===== src/rtl/dmem_arb_pkg.sv =====
// Shared owner-state encoding, access-size codes and defaults for the d_mem arbiter.
package dmem_arb_pkg;

    typedef enum logic [1:0] {
        FREE = 2'd0,
        OWN0 = 2'd1,
        OWN1 = 2'd2
    } own_state_e;

    localparam logic [1:0] MODE_BYTE = 2'd0;
    localparam logic [1:0] MODE_HALF = 2'd1;
    localparam logic [1:0] MODE_WORD = 2'd2;

    localparam int unsigned DEF_STARVE_LIM = 4;
    localparam int unsigned STARVE_CNT_W   = 4;

    // Step toward lim and stick there.
    function automatic logic [STARVE_CNT_W-1:0] sat_inc(
        input logic [STARVE_CNT_W-1:0] v,
        input logic [STARVE_CNT_W-1:0] lim
    );
        if (v >= lim) begin
            return lim;
        end else begin
            return v + 4'd1;
        end
    endfunction

endpackage


===== src/rtl/dmem_arb_starve_cnt.sv =====
// Saturating count of consecutive requester-0 wins while requester 1 waits.
module dmem_arb_starve_cnt
    import dmem_arb_pkg::*;
#(
    parameter int unsigned LIM = DEF_STARVE_LIM
) (
    input  logic clk,
    input  logic n_rst,
    input  logic inc,
    input  logic clr,
    output logic at_lim
);

    localparam logic [STARVE_CNT_W-1:0] LIM_C = STARVE_CNT_W'(LIM);

    logic [STARVE_CNT_W-1:0] cnt_r;

    // Clear wins over increment; increment saturates at the limit.
    always_ff @(posedge clk or negedge n_rst) begin
        if (!n_rst) begin
            cnt_r <= 4'd0;
        end else if (clr) begin
            cnt_r <= 4'd0;
        end else if (inc) begin
            cnt_r <= sat_inc(cnt_r, LIM_C);
        end else begin
            cnt_r <= cnt_r;
        end
    end

    assign at_lim = (cnt_r == LIM_C);

endmodule


===== src/rtl/dmem_arbiter.sv =====
// Two-requester d_mem arbiter: fixed priority to r0, starvation relief and lock for r1.
// Optional statistics counters are built when DMEM_ARB_STATS_EN is defined.
module dmem_arbiter
    import dmem_arb_pkg::*;
#(
    parameter int unsigned ADDR_WIDTH = 8,
    parameter int unsigned DATA_W     = 32,
    parameter int unsigned STARVE_LIM = DEF_STARVE_LIM
) (
    input  logic                  clk,
    input  logic                  n_rst,
    input  logic                  r0_req,
    input  logic                  r0_we,
    input  logic [1:0]            r0_mode,
    input  logic [ADDR_WIDTH-1:0] r0_addr,
    input  logic [DATA_W-1:0]     r0_wdata,
    input  logic                  r0_lock,
    input  logic                  r1_req,
    input  logic                  r1_we,
    input  logic [1:0]            r1_mode,
    input  logic [ADDR_WIDTH-1:0] r1_addr,
    input  logic [DATA_W-1:0]     r1_wdata,
    input  logic                  r1_lock,
    output logic                  r0_gnt,
    output logic                  r1_gnt,
    output logic                  r0_rvalid,
    output logic                  r1_rvalid,
    output logic [DATA_W-1:0]     r0_rdata,
    output logic [DATA_W-1:0]     r1_rdata,
    output logic                  m_wr_en,
    output logic [1:0]            m_mode,
    output logic [ADDR_WIDTH-1:0] m_wr_addr,
    output logic [ADDR_WIDTH-1:0] m_rd_addr,
    output logic [DATA_W-1:0]     m_d_in,
    input  logic [DATA_W-1:0]     m_d_out
`ifdef DMEM_ARB_STATS_EN
    ,
    output logic [15:0]           stat_conflicts,
    output logic [15:0]           stat_r1_grants
`endif
);

    own_state_e state_r;
    own_state_e state_nxt_s;
    logic       gnt0_s;
    logic       gnt1_s;
    logic       at_lim_s;
    logic       cnt_inc_s;
    logic       cnt_clr_s;
    logic       tag_valid_r;
    logic       tag_owner_r;

    // Grant decision from ownership, priority and starvation state.
    always_comb begin
        gnt0_s = 1'b0;
        gnt1_s = 1'b0;
        if (!n_rst) begin
            gnt0_s = 1'b0;
            gnt1_s = 1'b0;
        end else begin
            case (state_r)
                FREE: begin
                    if (r1_req && (!r0_req || at_lim_s)) begin
                        gnt1_s = 1'b1;
                    end else begin
                        gnt0_s = r0_req;
                    end
                end
                OWN0:    gnt0_s = r0_req;
                OWN1:    gnt1_s = r1_req;
                default: begin
                    gnt0_s = 1'b0;
                    gnt1_s = 1'b0;
                end
            endcase
        end
    end

    // Lock holds ownership until an unlocked access or a dropped request.
    always_comb begin
        state_nxt_s = state_r;
        case (state_r)
            FREE: begin
                if (gnt0_s && r0_lock) begin
                    state_nxt_s = OWN0;
                end else if (gnt1_s && r1_lock) begin
                    state_nxt_s = OWN1;
                end else begin
                    state_nxt_s = FREE;
                end
            end
            OWN0: begin
                if (!r0_req || !r0_lock) begin
                    state_nxt_s = FREE;
                end else begin
                    state_nxt_s = OWN0;
                end
            end
            OWN1: begin
                if (!r1_req || !r1_lock) begin
                    state_nxt_s = FREE;
                end else begin
                    state_nxt_s = OWN1;
                end
            end
            default: state_nxt_s = FREE;
        endcase
    end

    // Ownership state register.
    always_ff @(posedge clk or negedge n_rst) begin
        if (!n_rst) begin
            state_r <= FREE;
        end else begin
            state_r <= state_nxt_s;
        end
    end

    // A locked r0 owner is never preempted, so its grants do not count.
    assign cnt_inc_s = gnt0_s && r1_req && (state_r != OWN0);
    assign cnt_clr_s = gnt1_s || !r1_req;

    dmem_arb_starve_cnt #(
        .LIM (STARVE_LIM)
    ) u_starve_cnt (
        .clk    (clk),
        .n_rst  (n_rst),
        .inc    (cnt_inc_s),
        .clr    (cnt_clr_s),
        .at_lim (at_lim_s)
    );

    // Route the winner's access to d_mem; idle bus is all zeros.
    always_comb begin
        m_wr_en   = 1'b0;
        m_mode    = MODE_BYTE;
        m_wr_addr = {ADDR_WIDTH{1'b0}};
        m_d_in    = {DATA_W{1'b0}};
        if (gnt0_s) begin
            m_wr_en   = r0_we;
            m_mode    = r0_mode;
            m_wr_addr = r0_addr;
            m_d_in    = r0_wdata;
        end else if (gnt1_s) begin
            m_wr_en   = r1_we;
            m_mode    = r1_mode;
            m_wr_addr = r1_addr;
            m_d_in    = r1_wdata;
        end else begin
            m_wr_en   = 1'b0;
            m_mode    = MODE_BYTE;
            m_wr_addr = {ADDR_WIDTH{1'b0}};
            m_d_in    = {DATA_W{1'b0}};
        end
    end

    assign m_rd_addr = m_wr_addr;
    assign r0_gnt    = gnt0_s;
    assign r1_gnt    = gnt1_s;

    // Read tag follows d_mem's one-cycle registered read.
    always_ff @(posedge clk or negedge n_rst) begin
        if (!n_rst) begin
            tag_valid_r <= 1'b0;
            tag_owner_r <= 1'b0;
        end else begin
            tag_valid_r <= (gnt0_s && !r0_we) || (gnt1_s && !r1_we);
            tag_owner_r <= gnt1_s;
        end
    end

    assign r0_rvalid = tag_valid_r && !tag_owner_r;
    assign r1_rvalid = tag_valid_r && tag_owner_r;
    assign r0_rdata  = r0_rvalid ? m_d_out : {DATA_W{1'b0}};
    assign r1_rdata  = r1_rvalid ? m_d_out : {DATA_W{1'b0}};

`ifdef DMEM_ARB_STATS_EN
    logic [15:0] conf_r;
    logic [15:0] r1g_r;

    // Saturating conflict and requester-1 grant counters.
    always_ff @(posedge clk or negedge n_rst) begin
        if (!n_rst) begin
            conf_r <= 16'd0;
            r1g_r  <= 16'd0;
        end else begin
            if (r0_req && r1_req && (conf_r != 16'hFFFF)) begin
                conf_r <= conf_r + 16'd1;
            end else begin
                conf_r <= conf_r;
            end
            if (gnt1_s && (r1g_r != 16'hFFFF)) begin
                r1g_r <= r1g_r + 16'd1;
            end else begin
                r1g_r <= r1g_r;
            end
        end
    end

    assign stat_conflicts = conf_r;
    assign stat_r1_grants = r1g_r;
`endif

endmodule


===== config.mk =====
export PLATFORM = sky130hd
export DESIGN_NAME = dmem_arbiter
export DESIGN_NICKNAME = d
export VERILOG_FILES = /design/src/rtl/dmem_arb_pkg.sv /design/src/rtl/dmem_arb_starve_cnt.sv /design/src/rtl/dmem_arbiter.sv
export SDC_FILE = /design/constraint.sdc
export NUM_CORES = 1
export LEC_CHECK = 0
export BUFFER_PORTS_ARGS = -buffer_cell sky130_fd_sc_hd__buf_2
export CORE_AREA = 2 2 95 97
export CTS_BUF_LIST = sky130_fd_sc_hd__clkbuf_2 sky130_fd_sc_hd__clkbuf_4 sky130_fd_sc_hd__clkbuf_8
export DETAILED_ROUTE_END_ITERATION = 8
export DIE_AREA = 0 0 97 99
export GPL_ROUTABILITY_DRIVEN = 0
export RECOVER_POWER = 50
export SYNTH_ARGS = -nofsm -noshare
export SYNTH_HDL_FRONTEND = slang
export SYNTH_HIERARCHICAL = 1
export SYNTH_SLANG_ARGS = --single-unit

===== constraint.sdc =====
create_clock -name clk -period 4 [get_ports clk]
set_clock_uncertainty 0.15 [all_clocks]
set_input_delay 0.4 -clock clk [delete_from_list [all_inputs] [get_ports clk]]
set_output_delay 0.4 -clock clk [all_outputs]
set_load 0.01 [all_outputs]

==> After elaboration in Yosys (flattened, before gate mapping) <==
Cells that the tools add are included.
{ "word_totals": {"reg_bits": 8, "input_bits": 124, "out_inout_bits": 119} }
{ "op_classes": {"add_sub_neg": 1, "magnitude_cmp": 1, "eq_ne": 4, "mux": 24, "reduce_logical": 23} }
{ "op_table": {"columns": ["op", "count"], "rows": [
  ["$mux 32", 4],
  ["$mux 8", 2],
  ["$mux 4", 3],
  ["$mux 2", 5],
  ["$logic_and 1x1->1", 9],
  ["$logic_not 1->1", 7],
  ["$mux 1", 7],
  ["$pmux 2 s3", 1],
  ["$logic_or 1x1->1", 5],
  ["$add 4x1->4 const B", 1],
  ["$eq 4x3->1 const B", 1],
  ["$ge 4x3->1 const B", 1],
  ["$pmux 1 s2", 2],
  ["$eq 2x1->1 const B", 1],
  ["$eq 2x2->1 const B", 1],
  ["$logic_not 2->1", 1],
  ["$ne 2x1->1 const B", 1],
  ["$reduce_bool 2->1", 1]
]} }

==> Longest topological paths before layout <==
{ "depth": {"word_depth": 10, "ltp_mapped": 9, "mapped_depth_nobuf": 8} }

==> Modules after synthesis <==
The synthesis kept the hierarchy.
{ "modules_own_cells": {"columns": ["mod", "instances", "cells_per_inst", "area_per_inst_um2"], "rows": [
  ["dmem_arbiter", 1, 157, 1182.4],
  ["dmem_arb_starve_cnt", 1, 20, 206.4]
]} }

==> Least setup slack after synthesis <==
No wires, ideal clock.
{ "synth_timing": {"path_type": "flip-flop to output port", "startpoint": "register u_starve_cnt.cnt_r[0]", "endpoint": "output m_wr_addr[0]", "t_arrival_ns": 1.645, "setup_slack_ns": 1.805, "path_stages_with_launch": 10, "path_buffers": 3, "cell_sequence": "dfrtp_1 -> inv_1 -> ha_1 -> nand2_1 -> nor2_1 -> o311a_1 -> buf_6 -> buf_6 -> a22o_1 -> buf_4"} }
{ "synth_between": {"elab_chain_cells": 8, "word_cells_on_any_way": 11, "cone_classes": "eq/ne (1); mux (8); reduce/logical (2)"} }
{ "synth_lines": {"columns": ["item", "line", "rtl"], "rows": [
  ["start, declared", "dmem_arb_starve_cnt.sv:16", "logic [STARVE_CNT_W-1:0] cnt_r;"],
  ["start signal, assigned", "dmem_arb_starve_cnt.sv:25", "cnt_r <= sat_inc(cnt_r, LIM_C);"],
  ["start signal, assigned", "dmem_arb_starve_cnt.sv:27", "cnt_r <= cnt_r;"],
  ["$eq 4x3->1", "dmem_arb_starve_cnt.sv:31", "assign at_lim = (cnt_r == LIM_C);"],
  ["net at_lim_s", "dmem_arbiter.sv:47", "logic at_lim_s;"],
  ["$logic_or 1x1->1", "dmem_arbiter.sv:63", "if (r1_req && (!r0_req || at_lim_s)) begin"],
  ["$logic_and 1x1->1", "dmem_arbiter.sv:63", null],
  ["$mux 1", "dmem_arbiter.sv:63", null],
  ["$pmux 1 s2", "dmem_arbiter.sv:61", "case (state_r)"],
  ["$mux 1", "dmem_arbiter.sv:57", "if (!n_rst) begin"],
  ["net r1_gnt", "dmem_arbiter.sv:25", "output logic r1_gnt,"],
  ["$mux 8", "dmem_arbiter.sv:144", "end else if (gnt1_s) begin"],
  ["$mux 8", "dmem_arbiter.sv:139", "if (gnt0_s) begin"],
  ["end, declared", "dmem_arbiter.sv:32", "output logic [ADDR_WIDTH-1:0] m_wr_addr,"]
]} }
The timed path passes the listed nets, and every way through them passes these cells.

==> Worst setup path in the final report <==
{ "layout_timing": {"startpoint": "input n_rst", "endpoint": "output m_wr_addr[5]"} }
{ "layout_between": {"elab_chain_cells": 3, "word_cells_on_any_way": 4, "cone_classes": "mux (4)"} }
{ "layout_lines": {"columns": ["item", "line", "rtl"], "rows": [
  ["start, declared", "dmem_arbiter.sv:11", "input logic n_rst,"],
  ["$mux 1", "dmem_arbiter.sv:57", null],
  ["$mux 8", "dmem_arbiter.sv:144", null],
  ["$mux 8 *", "dmem_arbiter.sv:139", null]
]} }
Mark *: on every way between the ends. The rest lies on a longest branch, timed or not.

==> impl_summary.log <==
INFO  metric synth_area_per_cell = 7.85 um^2
INFO  metric worst-endpoint-arrival = 2.66 ns
INFO  metric worst_setup_path_end_kind = output port
INFO  metric tightestPinTransition = 0.999 ns
INFO  metric start_util = 16.2%
INFO  metric finalPower = 0.402 mW
INFO  metric post-route-util = 30.0%
INFO  metric wirelength = 6700 um
INFO  metric clock_insertion_delay_worst_skew = 0.23 ns
INFO  metric clock_power_share = 24.0%
INFO  metric setup_tns = 0 ns
INFO  metric floorplan.die.width = 97 um
INFO  metric drc_violation_total_after_the_first_tritonroute_iteration = 42
INFO  metric yosys_most_used_dff = dfrtp_1
INFO  metric power_frac_seq = 23.2%
INFO  metric power_per_cell_area = 157 mW/mm^2
INFO  metric timing.critical_path.from_type = input port
INFO  metric grt_first_pass_wirelength = 10100 um
INFO  metric ant_diodes = 0
INFO  metric crit_fanout = 43
INFO  metric timing.final.hold_violations = 0
INFO  metric core-area = 0.00855 mm^2
INFO  metric routed-via-count = 2225
INFO  metric slew_headroom = 33.4%
INFO  metric period_needed = 3.21 ns
INFO  metric drive_above_1_share = 50.2%
INFO  metric max_freq = 0.312 GHz
INFO  metric cts.path.max_buffers = 2
INFO  metric post_cts_clock_slew_at_the_launch_and_capture_registers_of_the_worst_setup_and_hold_paths = 0.04 ns
INFO  metric cap_violations = 0
INFO  metric cts_htree_levels = 1
INFO  metric power_leakage = 1.59 nW
INFO  metric critical-path-max-stage-delay = 0.52 ns
INFO  metric net-switching-power = 0.145 mW
INFO  metric timing_max_transition_violations_final = 0
INFO  metric timing.setup.critical_path_class = in -> out
INFO  metric cts_root_buf = clkbuf_8
INFO  metric tritoncts = yes
INFO  metric setup_repair_after_global_routing_missed_its_margin = false
INFO  metric synth_area_leader_cell = a22o_1
INFO  metric num_io_pins = 243
INFO  metric layout-area-overhead-vs-synth = 84.4%
INFO  metric placement.io_buffers = 242
INFO  metric synth_edf_count = 0
INFO  metric post_cts.resized_instances = 0
INFO  metric critical-path-slowest-cell = dlygate4sd3_1
INFO  metric synth_commonest_cells = 44 x a22o_1, 33 x and2_1, 33 x and3_1, 9 x buf_4
INFO  metric final_ant_viol_nets = 0
INFO  metric largest_net_degree_at_the_start_of_global_routing = 44
INFO  metric global_route.usage.total = 12.5%
INFO  metric share_comb_of_total_power = 52.8%
INFO  metric netlist_top_cells_area = a22o_1 28%, and2_1 15%, and3_1 15%
INFO  metric instance_count_of_the_mapped_netlist = 177
INFO  metric ys.warnings.count = 6
INFO  metric fin_ws = 0.793 ns
INFO  metric ys_seq_area_share = 14.4%
INFO  metric cts_buffers = 3
INFO  metric detailedRoute.firstPassIterationCount = 4
INFO  metric yosysMostFrequentCell = a22o_1
INFO  metric cts.sink_count = 8
INFO  metric number_of_rows_in_the_core_area = 34
INFO  metric final_min_period_over_clock_period = 80.2%
INFO  metric die_area = 0.00960 mm^2
INFO  metric setup_viol = 0
INFO  metric number_of_antenna_violations_at_the_first_check_in_global_routing = 0
INFO  metric final_nets = 528
INFO  metric syn-num-nets = 303
INFO  metric drc_errors = 0
INFO  metric die_height = 99 um
INFO  metric synth_largest_type_area_fraction = 27.7%
INFO  metric vdd_ir_drop_max = 0.000102 V
INFO  metric first_global_vias = 2101
INFO  metric netlist_area = 0.00139 mm^2
INFO  metric register_bit_count_reported_by_yosys = 8
INFO  metric avgViaCountPerCell = 4.38
INFO  metric hp-class = in -> reg
INFO  metric routed_wl_per_cell = 13.2 um
INFO  metric outcome = finished clean
INFO  metric timing.critical_path.required = 3.45 ns
INFO  metric internal_power = 0.258 mW
INFO  metric gr-total-overflow = 0
INFO  metric ys_async_sr_fraction = 100%
INFO  metric dp.final_hpwl = 5580 um
INFO  metric switching_fraction_of_total_power = 36.0%
INFO  metric placement.setup.worst_slack = 1.42 ns
INFO  metric yosys.cell_types.count = 25
INFO  metric hold_ws = 0.253 ns
INFO  metric crit_path_cell_trace = dlygate4sd3_1, clkbuf_1, nand3b_1, a21oi_1, buf_4, a22o_1, buf_2
-- state kept, by name (all words and copies together) (netlist names) --
signal	cells
u_starve_cnt/cnt_r	4
tag_valid_r	1
state_r	2
tag_owner_r	1
-- area by class of cell --
cell class,count,area (um^2)
Multi-Input combinational cell,136,977
Fill cell,961,5990
Sequential cell,8,200
Clock buffer,3,41.3
Timing Repair Buffer,246,1180
Inverter,7,26.3
Tap cell,108,135
-- worst paths after layout --
path / startpoint / to / slack [ns] / cells past startpoint
worst min register to register: state_r[1] / state_r[0] / 0.32 / 1
min in group asynchronous: n_rst / u_starve_cnt/cnt_r[0] / 0.53 / 2
worst max-delay path: n_rst / m_wr_addr[5] / 0.79 / 7
worst min-delay path: r1_lock / state_r[1] / 0.25 / 3
max in group asynchronous: n_rst / state_r[0] / 2.79 / 2
worst max register to register: u_starve_cnt/cnt_r[0] / u_starve_cnt/cnt_r[0] / 1.82 / 8
-- logic make-up (layout without fill, tap and decap cells) --
| group | count (synthesis) | count (layout) | synth area share, % |
|---|---|---|---|
| buffers and inverters | 33 | 256 | 14.4 |
| AOI/OAI and AO/OA | 53 | 53 | 32.2 |
| DFF | 8 | 8 | 14.4 |
| and+or+nand+nor | 81 | 81 | 37.2 |
| adders and majority gates | 2 | 2 | 1.80 |
-- per-layer routing --
layer	up-vias	share of wire [%]	global-route usage, %
met1	982	37	13.8
met4	0	0.64	2.38
li1	1089	-	-
met5	-	0	0
met2	150	52	24.8
met3	4	9.5	2.27
-- worst max-delay path, delay by kind of cell --
family          cells  cell delay, ns
simple gates        1            0.14
buf+inv             4            1.56
compound gates      2            0.53
-- placed cells by master, fill, tap and decap left out, drive strengths merged, types with 2 or more instances in the layout --
cell / n
buf: 197
clkbuf: 51
a22o: 44
and3: 33
and2: 33
dfrtp: 8
inv: 7
a21oi: 6
nand2: 4
o21ai: 2
nand2b: 2
ha: 2
nor2b: 2
-- through the flow --
step / cell area, um^2 / cells
finish: 2560 / 508
global route: 2560 / 508
CTS: 2640 / 508
detailed placement: 2580 / 504
global placement: 2580 / 504
floorplan: 1390 / 177
-- repair_timing --
| item | in CTS | in global routing |
|---|---|---|
| hold endpoints to repair | 8 | 0 |
| buffers inserted | 0 | 0 |
| hold buffers | 1 | 0 |
-- power by group through the flow --
stage | sequential, mW | combinational, mW | clock [mW]
after global placement | 0.0942 | 0.216 | 0
after detailed placement | 0.0949 | 0.217 | 0
after floorplan | 0.0871 | 0.112 | 0
final | 0.0932 | 0.213 | 0.0966
after CTS | 0.0937 | 0.219 | 0.0987
after global routing | 0.0948 | 0.233 | 0.105
(Power assumes the default switching activity.)
